## src/rtl/alu32_sequencer.sv

```systemverilog
// Register-file command sequencer driving a registered ALU (a/b/sel out, result/overflow in).
// Optional macro ALU_SEQ_OVF_TRAP_EN: ADD/SUB overflow suppresses writeback and stalls until ovf_clr.
module alu32_sequencer #(
    parameter int DATA_W  = 32,
    parameter int REG_AW  = 3,
    parameter int ALU_LAT = 1
) (
    input  logic              clk,
    input  logic              rst_n,
    input  logic              cmd_valid,
    output logic              cmd_ready,
    input  logic [3:0]        cmd_op,
    input  logic [REG_AW-1:0] cmd_rd,
    input  logic [REG_AW-1:0] cmd_rs1,
    input  logic [REG_AW-1:0] cmd_rs2,
    input  logic [DATA_W-1:0] cmd_imm,
    output logic [DATA_W-1:0] alu_a,
    output logic [DATA_W-1:0] alu_b,
    output logic [3:0]        alu_sel,
    input  logic [DATA_W-1:0] alu_out,
    input  logic              alu_overflow,
    output logic              done,
    output logic [REG_AW-1:0] done_rd,
    output logic              err,
    output logic              ovf_sticky,
    input  logic              ovf_clr,
    input  logic [REG_AW-1:0] dbg_addr,
    output logic [DATA_W-1:0] dbg_data
);

    localparam int NREG  = 2**REG_AW;
    localparam int CNT_W = $clog2(ALU_LAT + 1);

    localparam logic [3:0] OP_ADD   = 4'b0011;
    localparam logic [3:0] OP_SUB   = 4'b0100;
    localparam logic [3:0] OP_LOADI = 4'b1000;

    typedef enum logic [1:0] {IDLE, WAIT, WB, TRAP} state_t;

    state_t              state_reg, state_next;
    logic [CNT_W-1:0]    cnt_reg, cnt_next;
    logic [REG_AW-1:0]   rd_reg;
    logic [3:0]          op_reg;
    logic [DATA_W-1:0]   rf [NREG];

    logic                accept;
    logic                is_alu_op;
    logic                is_loadi;
    logic                wb_ovf;
    logic                wr_en;
    logic [REG_AW-1:0]   wr_addr;
    logic [DATA_W-1:0]   wr_data;
    logic                done_next;
    logic                err_next;
    logic [REG_AW-1:0]   done_rd_next;

    assign cmd_ready = (state_reg == IDLE);
    assign accept    = cmd_valid & cmd_ready;
    assign is_alu_op = (cmd_op <= OP_SUB);
    assign is_loadi  = (cmd_op == OP_LOADI);
    // Overflow only means something for the arithmetic ops; logic ops ignore the flag.
    assign wb_ovf    = (state_reg == WB) && ((op_reg == OP_ADD) || (op_reg == OP_SUB))
                       && alu_overflow;
    assign dbg_data  = rf[dbg_addr];

    always_ff @(posedge clk or negedge rst_n) begin
        if (!rst_n) begin
            state_reg <= IDLE;
            cnt_reg   <= '0;
        end else begin
            state_reg <= state_next;
            cnt_reg   <= cnt_next;
        end
    end

    always_comb begin
        state_next   = state_reg;
        cnt_next     = cnt_reg;
        wr_en        = 1'b0;
        wr_addr      = rd_reg;
        wr_data      = alu_out;
        done_next    = 1'b0;
        err_next     = 1'b0;
        done_rd_next = rd_reg;
        case (state_reg)
            IDLE: begin
                if (accept) begin
                    done_rd_next = cmd_rd;
                    if (is_alu_op) begin
                        state_next = WAIT;
                        cnt_next   = CNT_W'(ALU_LAT);
                    end else if (is_loadi) begin
                        wr_en     = 1'b1;
                        wr_addr   = cmd_rd;
                        wr_data   = cmd_imm;
                        done_next = 1'b1;
                    end else begin
                        done_next = 1'b1;
                        err_next  = 1'b1;
                    end
                end
            end
            WAIT: begin
                cnt_next = cnt_reg - CNT_W'(1);
                if (cnt_reg == CNT_W'(1)) begin
                    state_next = WB;
                end
            end
            WB: begin
                done_next  = 1'b1;
                state_next = IDLE;
`ifdef ALU_SEQ_OVF_TRAP_EN
                if (wb_ovf) begin
                    state_next = TRAP;
                end else begin
                    wr_en = 1'b1;
                end
`else
                wr_en = 1'b1;
`endif
            end
            TRAP: begin
`ifdef ALU_SEQ_OVF_TRAP_EN
                if (ovf_clr) begin
                    state_next = IDLE;
                end
`else
                state_next = IDLE;
`endif
            end
            default: state_next = IDLE;
        endcase
    end

    // Operands are captured at accept so rd may alias rs1/rs2 safely.
    always_ff @(posedge clk or negedge rst_n) begin
        if (!rst_n) begin
            alu_a   <= '0;
            alu_b   <= '0;
            alu_sel <= 4'b0000;
            rd_reg  <= '0;
            op_reg  <= 4'b0000;
        end else if (accept && is_alu_op) begin
            alu_a   <= rf[cmd_rs1];
            alu_b   <= rf[cmd_rs2];
            alu_sel <= cmd_op;
            rd_reg  <= cmd_rd;
            op_reg  <= cmd_op;
        end
    end

    always_ff @(posedge clk or negedge rst_n) begin
        if (!rst_n) begin
            for (int i = 0; i < NREG; i++) begin
                rf[i] <= '0;
            end
        end else if (wr_en) begin
            rf[wr_addr] <= wr_data;
        end
    end

    always_ff @(posedge clk or negedge rst_n) begin
        if (!rst_n) begin
            done       <= 1'b0;
            err        <= 1'b0;
            done_rd    <= '0;
            ovf_sticky <= 1'b0;
        end else begin
            done <= done_next;
            err  <= err_next;
            if (done_next) begin
                done_rd <= done_rd_next;
            end
            // A new overflow in the same cycle as a clear keeps the flag set.
            if (wb_ovf) begin
                ovf_sticky <= 1'b1;
            end else if (ovf_clr) begin
                ovf_sticky <= 1'b0;
            end
        end
    end

endmodule
```

## config.mk

```make
export PLATFORM = sky130hd
export DESIGN_NAME = alu32_sequencer
export DESIGN_NICKNAME = d
export VERILOG_FILES = /design/src/rtl/alu32_sequencer.sv
export SDC_FILE = /design/constraint.sdc
export NUM_CORES = 1
export LEC_CHECK = 0
export ABC_AREA = 0
export CORE_UTILIZATION = 52
export CTS_CLUSTER_SIZE = 16
export DETAILED_ROUTE_END_ITERATION = 8
export PLACE_DENSITY_LB_ADDON = 0.15
export SKIP_LAST_GASP = 1
export SLEW_MARGIN = 30
export SYNTH_ARGS = -nofsm -noshare
export SYNTH_HDL_FRONTEND = slang
export SYNTH_SLANG_ARGS = --single-unit
export TNS_END_PERCENT = 20
```

## constraint.sdc

```tcl
create_clock -name clk -period 2 [get_ports clk]
set_input_delay 0.3 -clock clk [delete_from_list [all_inputs] [get_ports clk]]
set_output_delay 0.3 -clock clk [all_outputs]
set_load 0.05 [all_outputs]
```

==> out/metrics.csv <==
stage;metric;value;unit
detailed_routing;Wirelength per Cell;24.0;um
synth;adder-cell share of the synthesized area;0;
job;Max-Cap Viols;0;
clock_tree;Max Buffers Root-to-Sink;3;
clock_tree;clock slew at reported path FFs;0.06;ns
cells_and_area;Sequential Area;8410;um2
synth;xor and xnor area share after synthesis;0;
global_route;GRT Overall Usage;0.275;
sta;fmax;0.457;GHz
floorplan;FP Rows;68;
synth;number of synthesized flops with an enable pin;0;
cells_and_area;synth-to-layout area growth;30.8;%
setup_path;critical path's largest stage delay;0.50;ns
sta;Slew @ Worst Pin;0.528;ns
detailed_routing;vias;12500;
setup_path;Worst R2R Start;state_reg[0]$_DFFE_PN0P_;
clock_tree;CTS tree;yes;
floorplan;Die Height;191;um
synth;top cell type's share of synthesized area;0.454;
synth;Unique masters post-synth;39;
placed_design;post-DP HPWL;30900;um
synth;synth warn;0;
outcome;violated checks;negative setup slack;
setup_path;Crit-path slowest cell;mux4_2;
sta;final worst setup slack;-0.188;ns
setup_path;Worst Path Arrival;1.89;ns
pwr;clock group share of total power;0.179;
sta;setup TNS;-5.14;ns
floorplan;Die W;191;um
setup_path;crit-path cells;mux4_2 -> mux2_4 -> buf_6;
setup_path;r2r setup slk;0.02;ns
outcome;status;finished with violations;
synth;cell taking the most area after synthesis;dfrtp_1;
cells_and_area;layout cells sized above 1;0.534;
clock_tree;CTS root buffer;clkbuf_16;
min_path;Worst Hold Class;in2async;
setup_path;type of the worst setup path;reg2out;
setup_path;reg2reg end;rf[201]$_DFFE_PN0P_;
clock_tree;CTS buffer count;38;
pwr;Pleak;10.0;nW
pwr;PD cells;1600;nW/um2
floorplan;Top Ports;192;
cells_and_area;Fill cells;2416;
floorplan;Initial Utilization;0.532;
clock_tree;worst skew pair latency;0.54;ns
detailed_routing;drt first pass iters;5;
sta;Final min period;2.19;ns
sta;RSZ-0062 raised after global routing;yes;
pwr;switching pwr;14.2;mW
setup_path;worst-case reg-to-reg path depth;7;
sta;Slew Limit Fails;0;
sta;Clock Skew;0.0233;ns
synth;synthesized area;18500;um2
global_route;vias in the first global route;12900;
global_route;first-pass GRT wire length;75800;um
cells_and_area;area taken by multi-input logic gates;9730;um2
sta;Final Hold Vio Count;0;
synth;#FFs+latches synth;336;
synth;syn_nets;1284;
synth;Synth Area in Compound Gates;0.0268;
pwr;Comb pwr share;0.488;
pwr;sw frac;0.365;
sta;# setup viols final;40;
cells_and_area;diode count;0;
synth;Post-synth top cells;336 x dfrtp_1, 308 x mux2_2, 192 x mux4_2, 68 x nor2_1;
setup_path;Worst EP required;1.70;ns
sta;Rel. slew slack;0.647;
setup_path;startpoint types;flip-flop;
setup_path;crit end category;output port;
pwr;sequential power share;0.333;
global_route;total grt overflow;0;
synth;synth top area cells;dfrtp_1 45%, mux4_2 23%, mux2_2 19%, mux2i_1 3.5%, a21oi_1 1.7%;
synth;top_reg_cell synth;dfrtp_1;
synth;syn avg cell area;15.4;um2
cells_and_area;Largest Register;rf;
synth;largest family of logic cells by synthesized area;multiplexers;
detailed_routing;DRT iter0 DRCs;736;
detailed_routing;Routed Antenna Nets;0;
synth;Syn Inst Count;1199;
floorplan;core outline area;34800;um2
placed_design;pre-CTS WS;-0.489;ns
detailed_routing;# DRC;0;
detailed_routing;DRT Wirelength;49200;um
placed_design;PortBufs;191;
cells_and_area;Final #Nets;1649;
synth;post-synthesis sequential area ratio;0.454;
floorplan;Die ar.;36400;um2
sta;Hold WS;0.267;ns
placed_design;final RePlAce weighted congestion;0.814;
synth;post-synthesis mux area share;0.469;
clock_tree;clk sinks;336;
detailed_routing;routed vias/inst;6.12;
synth;most common cell in the synthesized netlist;dfrtp_1;
global_route;antenna violations before repair;0;
setup_path;crit-path max FO;4;
cells_and_area;Largest regs;rf: 256 flops, alu_a: 32 flops, alu_b: 32 flops;
synth;simple-gate share of the synthesized area;0.0230;
sta;Tcrit/Tclk final;1.09;
cells_and_area;Largest register FFs;256;
clock_tree;CTS H-tree lvls;2;
pwr;Max VDD drop;1270;uV
synth;asr flop ratio synth;1.00;
global_route;largest net degree at the start of global routing;57;
pwr;Internal;24.7;mW
[power groups by stage]
stage / Sequential (mW) / Combinational (mW) / Clock, mW
final: 13.0 / 19.0 / 6.96
after global placement: 13.1 / 15.5 / 0
after detailed placement: 13.3 / 15.8 / 0
after CTS: 13.0 / 17.3 / 7.04
after floorplan: 14.8 / 9.29 / 0
after global routing: 13.4 / 20.0 / 7.35
[worst max path at each step]
stage                              from  cells past startpoint                  end
3_5_place_dp                  cmd_op[2]                      7  rf[208]$_DFFE_PN0P_
6_report            rf[147]$_DFFE_PN0P_                      3         dbg_data[19]
4_1_cts             rf[214]$_DFFE_PN0P_                      3         dbg_data[22]
3_3_place_gp                  cmd_op[2]                      7  rf[206]$_DFFE_PN0P_
2_1_floorplan  state_reg[0]$_DFFE_PN0P_                      6  rf[193]$_DFFE_PN0P_
5_1_grt             rf[180]$_DFFE_PN0P_                      3         dbg_data[20]
[metrics by stage]
step	instance area (um2)	power (mW)	cells	util
2_1_floorplan	18500	24.1	1199	-
3_3_place_gp	21600	28.5	1834	0.622
3_5_place_dp	21600	29.1	1834	0.622
4_1_cts	23500	37.3	1958	0.674
5_1_grt	24200	40.7	2047	0.696
6_report	24200	38.9	2047	0.696
[logic make-up after synthesis]
kind of cell | Yosys count
and+or+nand+nor | 93
buffers and inverters | 102
DFF | 336
AOI/OAI and AO/OA | 82
muxes | 586
[final cells by class]
cell class                      count  area share
Inverter                            4    0.000620
Clock buffer                       54      0.0473
Sequential cell                   336       0.347
Timing Repair Buffer              423       0.176
Multi-Input combinational cell    761       0.402
Tap cell                          455      0.0235
Clock inverter                     14     0.00423
[routing by layer]
metal	vias to the layer above	routed length, um	GRT usage
li1	5419	-	-
met5	-	0	0
met2	398	24600	0.453
met1	6646	21100	0.386
met4	0	825	0.0665
met3	60	2650	0.0396
[what timing repair did]
| item | in CTS | in global routing |
|---|---|---|
| endpoints found under the hold margin | 52 | 0 |
| hold buffers | 1 | 0 |
| gates cloned | 0 | 0 |
| endpoints found under the setup margin | 63 | 150 |
| setup buffers | 55 | 89 |
| gates resized for setup | 35 | 29 |
[worst max-delay path, delay by kind of cell (launching register included)]
kind     cells  cell delay [ns]
flops        1             0.41
mux          2             0.80
buf+inv      1             0.16
[cell usage in the layout, fill, tap and decap left out, drive strengths merged, types with 2 or more instances in the layout]
cell,instances
o32a,2
nand2b,3
buf,274
o31a,2
mux4,192
nor4b,2
inv,4
mux2,330
nand2,9
a211oi,2
dfrtp,336
nand3b,2
clkdlybuf4s50,148
clkinv,10
nand3,3
mux2i,64
a21oi,64
o21ai,6
nor3b,3
clkinvlp,3
nor2,68
clkbuf,54
o22ai,2
(Power assumes the default switching activity.)
